[config.mk]
export PLATFORM = sky130hd
export DESIGN_NAME = axis_converter_signals
export DESIGN_NICKNAME = d
export VERILOG_FILES = /design/src/rtl/axis_converter_signals_pkg.sv /design/src/rtl/axis_skid_buffer.sv /design/src/rtl/axis_converter_signals.sv
export SDC_FILE = /design/constraint.sdc
export NUM_CORES = 1
export LEC_CHECK = 0
export ABC_AREA = 1
export CAP_MARGIN = 20
export CORE_UTILIZATION = 52
export CTS_BUF_LIST = sky130_fd_sc_hd__clkbuf_2
export DETAILED_ROUTE_END_ITERATION = 8
export GPL_ROUTABILITY_DRIVEN = 0
export PLACE_DENSITY = 0.88
export SYNTH_ARGS = -nofsm -noshare
export SYNTH_HDL_FRONTEND = slang
export SYNTH_HIERARCHICAL = 1
export SYNTH_SLANG_ARGS = --single-unit
export TNS_END_PERCENT = 1
[constraint.sdc]
create_clock -name clk -period 1.55 [get_ports clk]
set_clock_uncertainty 0.2 [all_clocks]
set_input_delay 0.31 -clock clk [delete_from_list [all_inputs] [get_ports clk]]
set_output_delay 0.31 -clock clk [all_outputs]
set_load 0.05 [all_outputs]
[src/rtl/axis_converter_signals_pkg.sv]
// Shared AXI4-Stream default sideband values and beat sizing helper for the
// sideband normaliser and its register slice.
package axis_converter_signals_pkg;

  // Per-byte keep value; replicate to the keep width at the point of use.
  localparam logic KEEP_ALL_ONES  = 1'b1;
  localparam logic LAST_DEFAULT   = 1'b1;
  localparam logic WAKEUP_DEFAULT = 1'b1;

  // Total width of one beat: tdata, tkeep, tstrb, tlast, tid, tdest, tuser, twakeup.
  function automatic int beat_width(input int data_width, input int tid_width,
                                    input int dest_width, input int user_width);
    return data_width + 2 * (data_width / 8) + 1 + tid_width + dest_width
           + user_width + 1;
  endfunction

endpackage

[src/rtl/axis_skid_buffer.sv]
// Two-entry registered skid buffer: a main register drives the master side and a
// skid register catches the beat accepted in the cycle the master stalls.
module axis_skid_buffer #(
  parameter int Width = 8
) (
  input  logic             clk,
  input  logic             rst_n,
  input  logic [Width-1:0] s_data,
  input  logic             s_valid,
  output logic             s_ready,
  output logic [Width-1:0] m_data,
  output logic             m_valid,
  input  logic             m_ready
);

  logic [Width-1:0] main_q, main_d;
  logic [Width-1:0] skid_q, skid_d;
  logic             main_valid_q, main_valid_d;
  logic             skid_valid_q, skid_valid_d;
  logic             ready_q;
  logic             s_xfer, m_xfer;

  assign s_xfer = s_valid & ready_q;
  assign m_xfer = main_valid_q & m_ready;

  // NOTE: every always_comb output gets a default first so no path leaves it unassigned (no latch).
  always_comb begin
    main_d       = main_q;
    main_valid_d = main_valid_q;
    skid_d       = skid_q;
    skid_valid_d = skid_valid_q;
    if (!main_valid_q || m_xfer) begin
      // Main is free this edge: the skid beat goes first to keep FIFO order.
      if (skid_valid_q) begin
        main_d       = skid_q;
        main_valid_d = 1'b1;
        skid_valid_d = 1'b0;
      end else begin
        main_valid_d = s_xfer;
        if (s_xfer) main_d = s_data;
      end
    end else if (s_xfer) begin
      skid_d       = s_data;
      skid_valid_d = 1'b1;
    end
  end

  // NOTE: state registers use non-blocking assignments so every flop samples pre-edge values.
  // NOTE: payload registers are reset too, because the master payload must read zero in reset.
  always_ff @(posedge clk or negedge rst_n) begin
    if (!rst_n) begin
      main_q       <= '0;
      skid_q       <= '0;
      main_valid_q <= 1'b0;
      skid_valid_q <= 1'b0;
      ready_q      <= 1'b0;
    end else begin
      main_q       <= main_d;
      skid_q       <= skid_d;
      main_valid_q <= main_valid_d;
      skid_valid_q <= skid_valid_d;
      ready_q      <= ~skid_valid_d;
    end
  end

  assign s_ready = ready_q;
  assign m_data  = main_q;
  assign m_valid = main_valid_q;

endmodule

[src/rtl/axis_converter_signals.sv]
// AXI4-Stream sideband normaliser: fills unconnected slave sideband signals with
// AXIS defaults and drives a full-width master through a registered skid buffer.
module axis_converter_signals
  import axis_converter_signals_pkg::*;
#(
  parameter int DataWidth        = 32,
  parameter int TidWidth         = 8,
  parameter int DestWidth        = 8,
  parameter int UserWidthPerByte = 1,
  parameter bit KeepEnable       = 1'b1,
  parameter bit StrbEnable       = 1'b1,
  parameter bit LastEnable       = 1'b1,
  parameter bit IdEnable         = 1'b1,
  parameter bit DestEnable       = 1'b1,
  parameter bit UserEnable       = 1'b1,
  parameter bit WakeupEnable     = 1'b1,
  parameter bit ReadyEnable      = 1'b1,
  localparam int KeepWidth       = DataWidth / 8,
  localparam int UserWidth       = UserWidthPerByte * KeepWidth
) (
  input  logic                 clk,
  input  logic                 rst_n,
  input  logic [DataWidth-1:0] s_axis_tdata,
  input  logic [KeepWidth-1:0] s_axis_tkeep,
  input  logic [KeepWidth-1:0] s_axis_tstrb,
  input  logic                 s_axis_tvalid,
  output logic                 s_axis_tready,
  input  logic                 s_axis_tlast,
  input  logic [TidWidth-1:0]  s_axis_tid,
  input  logic [DestWidth-1:0] s_axis_tdest,
  input  logic [UserWidth-1:0] s_axis_tuser,
  input  logic                 s_axis_twakeup,
  output logic [DataWidth-1:0] m_axis_tdata,
  output logic [KeepWidth-1:0] m_axis_tkeep,
  output logic [KeepWidth-1:0] m_axis_tstrb,
  output logic                 m_axis_tvalid,
  input  logic                 m_axis_tready,
  output logic                 m_axis_tlast,
  output logic [TidWidth-1:0]  m_axis_tid,
  output logic [DestWidth-1:0] m_axis_tdest,
  output logic [UserWidth-1:0] m_axis_tuser,
  output logic                 m_axis_twakeup
);

  localparam int BeatWidth = beat_width(DataWidth, TidWidth, DestWidth, UserWidth);

  typedef struct packed {
    logic [DataWidth-1:0] tdata;
    logic [KeepWidth-1:0] tkeep;
    logic [KeepWidth-1:0] tstrb;
    logic                 tlast;
    logic [TidWidth-1:0]  tid;
    logic [DestWidth-1:0] tdest;
    logic [UserWidth-1:0] tuser;
    logic                 twakeup;
  } beat_t;

  beat_t                s_beat;
  beat_t                m_beat;
  logic [BeatWidth-1:0] m_vec;
  logic                 m_ready_eff;

  // Constant selects: a disabled input is never looked at, so X on it cannot leak.
  assign s_beat.tdata   = s_axis_tdata;
  assign s_beat.tkeep   = KeepEnable   ? s_axis_tkeep   : {KeepWidth{KEEP_ALL_ONES}};
  assign s_beat.tstrb   = StrbEnable   ? s_axis_tstrb   : s_beat.tkeep;
  assign s_beat.tlast   = LastEnable   ? s_axis_tlast   : LAST_DEFAULT;
  assign s_beat.tid     = IdEnable     ? s_axis_tid     : '0;
  assign s_beat.tdest   = DestEnable   ? s_axis_tdest   : '0;
  assign s_beat.tuser   = UserEnable   ? s_axis_tuser   : '0;
  assign s_beat.twakeup = WakeupEnable ? s_axis_twakeup : WAKEUP_DEFAULT;
  assign m_ready_eff    = ReadyEnable  ? m_axis_tready  : 1'b1;

  axis_skid_buffer #(
    .Width (BeatWidth)
  ) u_skid (
    .clk     (clk),
    .rst_n   (rst_n),
    .s_data  (s_beat),
    .s_valid (s_axis_tvalid),
    .s_ready (s_axis_tready),
    .m_data  (m_vec),
    .m_valid (m_axis_tvalid),
    .m_ready (m_ready_eff)
  );

  assign m_beat         = beat_t'(m_vec);
  assign m_axis_tdata   = m_beat.tdata;
  assign m_axis_tkeep   = m_beat.tkeep;
  assign m_axis_tstrb   = m_beat.tstrb;
  assign m_axis_tlast   = m_beat.tlast;
  assign m_axis_tid     = m_beat.tid;
  assign m_axis_tdest   = m_beat.tdest;
  assign m_axis_tuser   = m_beat.tuser;
  assign m_axis_twakeup = m_beat.twakeup;

endmodule

### Word level (Yosys, flattened, before mapping)

Cells that the tools add are included.
Widths: inputs -> output; s select.

* logic and storage cells: 19
* flip-flop bits (word level): 127
* output and inout port bits: 64

* bitwise operators: 4
* reduce and logical (&&, ||, !) cells: 5
* multiplexer cells: 5

Operator list (number)
* $mux 62: 2
* $reduce_and 2->1: 2
* $mux 1: 3
* $and 1x1->1: 2
* $not 1->1: 2
* $reduce_bool 2->1: 1
* $logic_not 1->1: 1
* $logic_or 1x1->1: 1

### Longest topological paths before layout

* depth after elaboration: 4
* gate-level depth with buffers: 7

### Worst setup path after synthesis

No wires, ideal clock.

* path kind: register to register
* start: register u_skid.ready_q, in the netlist u_skid/s_ready
* end: register u_skid.main_q[0], in the netlist u_skid/m_data[0]
* data arrival time: 1.299 ns
* stages on the path, launching flop included: 7
* path slack: -0.067 ns
* library setup time: 0.118 ns
* path buffers: 1
* period minus slack after synthesis: 1.617 ns
* cell sequence: dfrtp_1 -> nand2_4 -> nand2_8 -> nand2_8 -> buf_4 -> nand2_1 -> nand2_1

* word-level cells in the longest chain between the ends: 3

RTL lines
* from (decl): line axis_skid_buffer.sv:20 `logic ready_q;`
* from (signal assigned): line axis_skid_buffer.sv:62 `ready_q <= ~skid_valid_d;`
* $and 1x1->1: line axis_skid_buffer.sv:23 `assign s_xfer = s_valid & ready_q;`
* $reduce_bool 2->1 (no source line)
* $reduce_and 2->1 (no source line)
* to (signal assigned): line axis_skid_buffer.sv:58 `main_q <= main_d;`
* to (decl): line axis_skid_buffer.sv:16 `logic [Width-1:0] main_q, main_d;`

No other way between the ends.
A chain may end at the register's enable or synchronous reset.

### Worst setup path after layout

* start: register u_skid.main_q[39], in the netlist u_skid/m_data[39]
* end: output port m_axis_tdata[9]

RTL lines
* to (decl): line axis_converter_signals.sv:33 `output logic [DataWidth-1:0] m_axis_tdata,`

No word-level cell between the ends.

==> reports/qor.yml <==
clocking:
  root_buffer: "clkbuf_2"
  clk_latency_ns: 0.65
  path_clk_slew_ns: 0.20
  cts_sinks: 127
  cts_buffers: 17
  tritoncts: "yes"
  cts_max_level: 4
  clk_path_buf_depth: 2
synth:
  synth-xor-area-share_pct: 0
  synthMuxAreaShare_pct: 0
  synth_adder_area_share_pct: 0
  syn_nets: 806
  synth_compound_area_share_pct: 0.0868
  synthSimpleGateAreaFrac_pct: 39.4
  avgSynthCellArea_um2: 7.79
  synth_top_family_by_area: "simple AND/OR/NAND/NOR gates"
  netlist_instances: 740
  synthDistinctLibCells: 13
  seq_area_frac_synth_pct: 55.1
  syn_area_mm2: 0.00577
  yosysWarnings: 6
  synth-seq-cells: 127
power_and_ir_drop:
  p_sw_share_pct: 40.5
  p_leak_nw: 4.56
  pwr-share-comb_pct: 45.7
  p_int_w: 0.00804
  power.switching_w: 0.00547
  power.share.clock_pct: 15.9
  power.density_mw_per_mm2: 1560
  power_frac_seq_pct: 38.4
  max-vdd-ir-drop_mv: 1.05
worst_setup_path:
  crit_path_max_incr_delay_ns: 0.48
  crit_chain: "buf_12"
  reg2reg_slack_ns: 0.04
  start_kind: "flip-flop"
  worst_r2r_endpoint: "u_skid/skid_q[27]$_DFFE_PN0P_"
  r2r_start: "u_skid/m_valid$_DFFE_PN0P_"
  cp_top_family: "flip-flops"
  crit_required_ns: 1.04
  crit_buf_inv: 1
  arrival_ns: 1.30
  r2r_cells: 6
  setup.worst_path.class: "reg2out"
  critPathMaxFanout: 2
  critical_path.slowest_cell: "dfrtp_1"
  endpoint_kind: "primary output"
routing:
  drt-pass1-iter-count: 5
  drt_first_iter_violations: 394
  vias: 5561
  ant_nets: 0
  routed_via_density: 5.22
  routed_wl_um: 16000
  drt_drc_violations_left: 0
  post_drt_wl_per_cell_um: 15.0
outcome:
  status: "finished with violations"
  violations: "setup timing"
timing:
  hold_viol: 0
  timing.final.crit_share_pct: 117
  final_max_slew_viol_count: 0
  fin_ws_ns: -0.265
  tightestPinTransition_ns: 0.693
  max_freq_mhz: 551
  slew_headroom_pct: 53.7
  fin_crit_ns: 1.81
  fin_hold_ws_ns: 0.0438
  setup_viol: 64
  rsz0062_at_grt: "yes"
floorplan:
  initial_core_util_pct: 53.2
  rows: 38
  die_h_um: 107
  die-area_mm2: 0.0115
  io_pins: 130
  core_mm2: 0.0108
  die_x_um: 107
grt:
  grt_usage_pct: 28.3
  grt_pass1_wl_um: 25100
  antenna_found_initial: 0
  grt_pass1_vias: 5332
  grt_max_degree: 47
  grt_overflow: 0
worst_hold_path:
  hp-start: "s_axis_tkeep[0]"
  hold_depth: 3
  hold_end: "u_skid/skid_q[26]$_DFFE_PN0P_"
  min-delay-path-class: "in2reg"
layout:
  final_common_cell: "nand2_1"
  most-common-layout-cells: "nand2_1 (497), dfrtp_1 (123), buf_12 (80)"
  utilization_pct: 80.1
  regArea_mm2: 0.00318
  nets: 978
  multi_input_area_mm2: 0.00230
  layout-area-overhead-vs-synth_pct: 50.5
  drive_above_1_share_pct: 14.4
  fill_cells: 653
placement:
  port-buffer-count: 129
  dp_hpwl_um: 9780
flow_run:
  maxCapViolCount: 0
[cells by family after synthesis]
| family | Yosys count |
|---|---|
| simple gates | 565 |
| flops | 127 |
| buf+inv | 47 |
| compound gates | 1 |
[routing by layer]
layer	share of wire (%)	vias up	wire [um]	GRT usage, %
met2	52	286	8300	46.8
met4	3.5	0	552	14.5
met5	0	-	0	0
met3	5.9	47	947	5.02
met1	39	2609	6170	35.7
li1	-	2619	-	-
[synthesized netlist by cell type, drive strengths merged]
cell | instances | area share (%)
a21oi | 1 | 0.087
buf | 44 | 5.1
dfrtp | 127 | 55
inv | 3 | 0.28
nand2 | 501 | 33
nand3 | 62 | 5.4
nand4 | 1 | 0.22
nor2 | 1 | 0.35
[power groups by stage]
stage / clock, W / combinational, W / sequential, W
floorplan: 0 / 0.00147 / 0.00658
global placement: 0 / 0.00586 / 0.00520
detailed placement: 0 / 0.00599 / 0.00523
CTS: 0.00217 / 0.00610 / 0.00516
global route: 0.00234 / 0.00654 / 0.00531
finish: 0.00215 / 0.00617 / 0.00519
[metrics by stage]
stage / worst slack [ns] / cells / instance area [um2] / total power (W) / TNS (ns)
4_1_cts: -0.288 / 1056 / 8580 / 0.0134 / -16.81
2_1_floorplan: 0.117 / 740 / 5770 / 0.00805 / 0
5_1_grt: -0.346 / 1064 / 8680 / 0.0142 / -19.96
3_5_place_dp: -0.306 / 987 / 7950 / 0.0112 / -33.69
6_report: -0.265 / 1065 / 8680 / 0.0135 / -13.66
3_3_place_gp: -0.259 / 987 / 7950 / 0.0111 / -30.01
[timing repair]
item	4_1_cts	5_1_grt
gates resized for setup	1	3
gates cloned	0	0
endpoints found under the setup margin	64	91
hold buffers	36	6
hold endpoints to repair	160	6
setup buffers	2	2
[final cells by class]
type / instances / area share (%)
multi-input cells: 566 / 26.5
diodes: 1 / 0.0288
clock buffers: 17 / 0.980
clock inverters: 14 / 1.93
inverters: 3 / 0.187
well taps: 140 / 2.02
flip-flops and latches: 127 / 36.7
repair buffers: 197 / 31.7
[flip-flops by register name, summed over array words and instances (netlist names)]
| signal | cells |
|---|---|
| u_skid/s_ready | 1 |
| u_skid/skid_q | 62 |
| u_skid/m_data | 62 |
| u_skid/skid_valid_q | 1 |
| u_skid/m_valid | 1 |
[how the worst max path moves through the flow]
| stage | depth (start not counted) | start | to | slack (ns) |
|---|---|---|---|---|
| 2_1_floorplan | 6 | u_skid/s_ready$_DFF_PN0_ | u_skid/m_data[0]$_DFFE_PN0P_ | 0.12 |
| 3_3_place_gp | 7 | m_axis_tready | u_skid/skid_q[56]$_DFFE_PN0P_ | -0.26 |
| 3_5_place_dp | 7 | s_axis_tvalid | u_skid/m_data[1]$_DFFE_PN0P_ | -0.31 |
| 4_1_cts | 1 | u_skid/m_data[45]$_DFFE_PN0P_ | m_axis_tdata[15] | -0.29 |
| 5_1_grt | 1 | u_skid/m_data[39]$_DFFE_PN0P_ | m_axis_tdata[9] | -0.35 |
| 6_report | 1 | u_skid/m_data[39]$_DFFE_PN0P_ | m_axis_tdata[9] | -0.26 |
(Power assumes the default switching activity.)
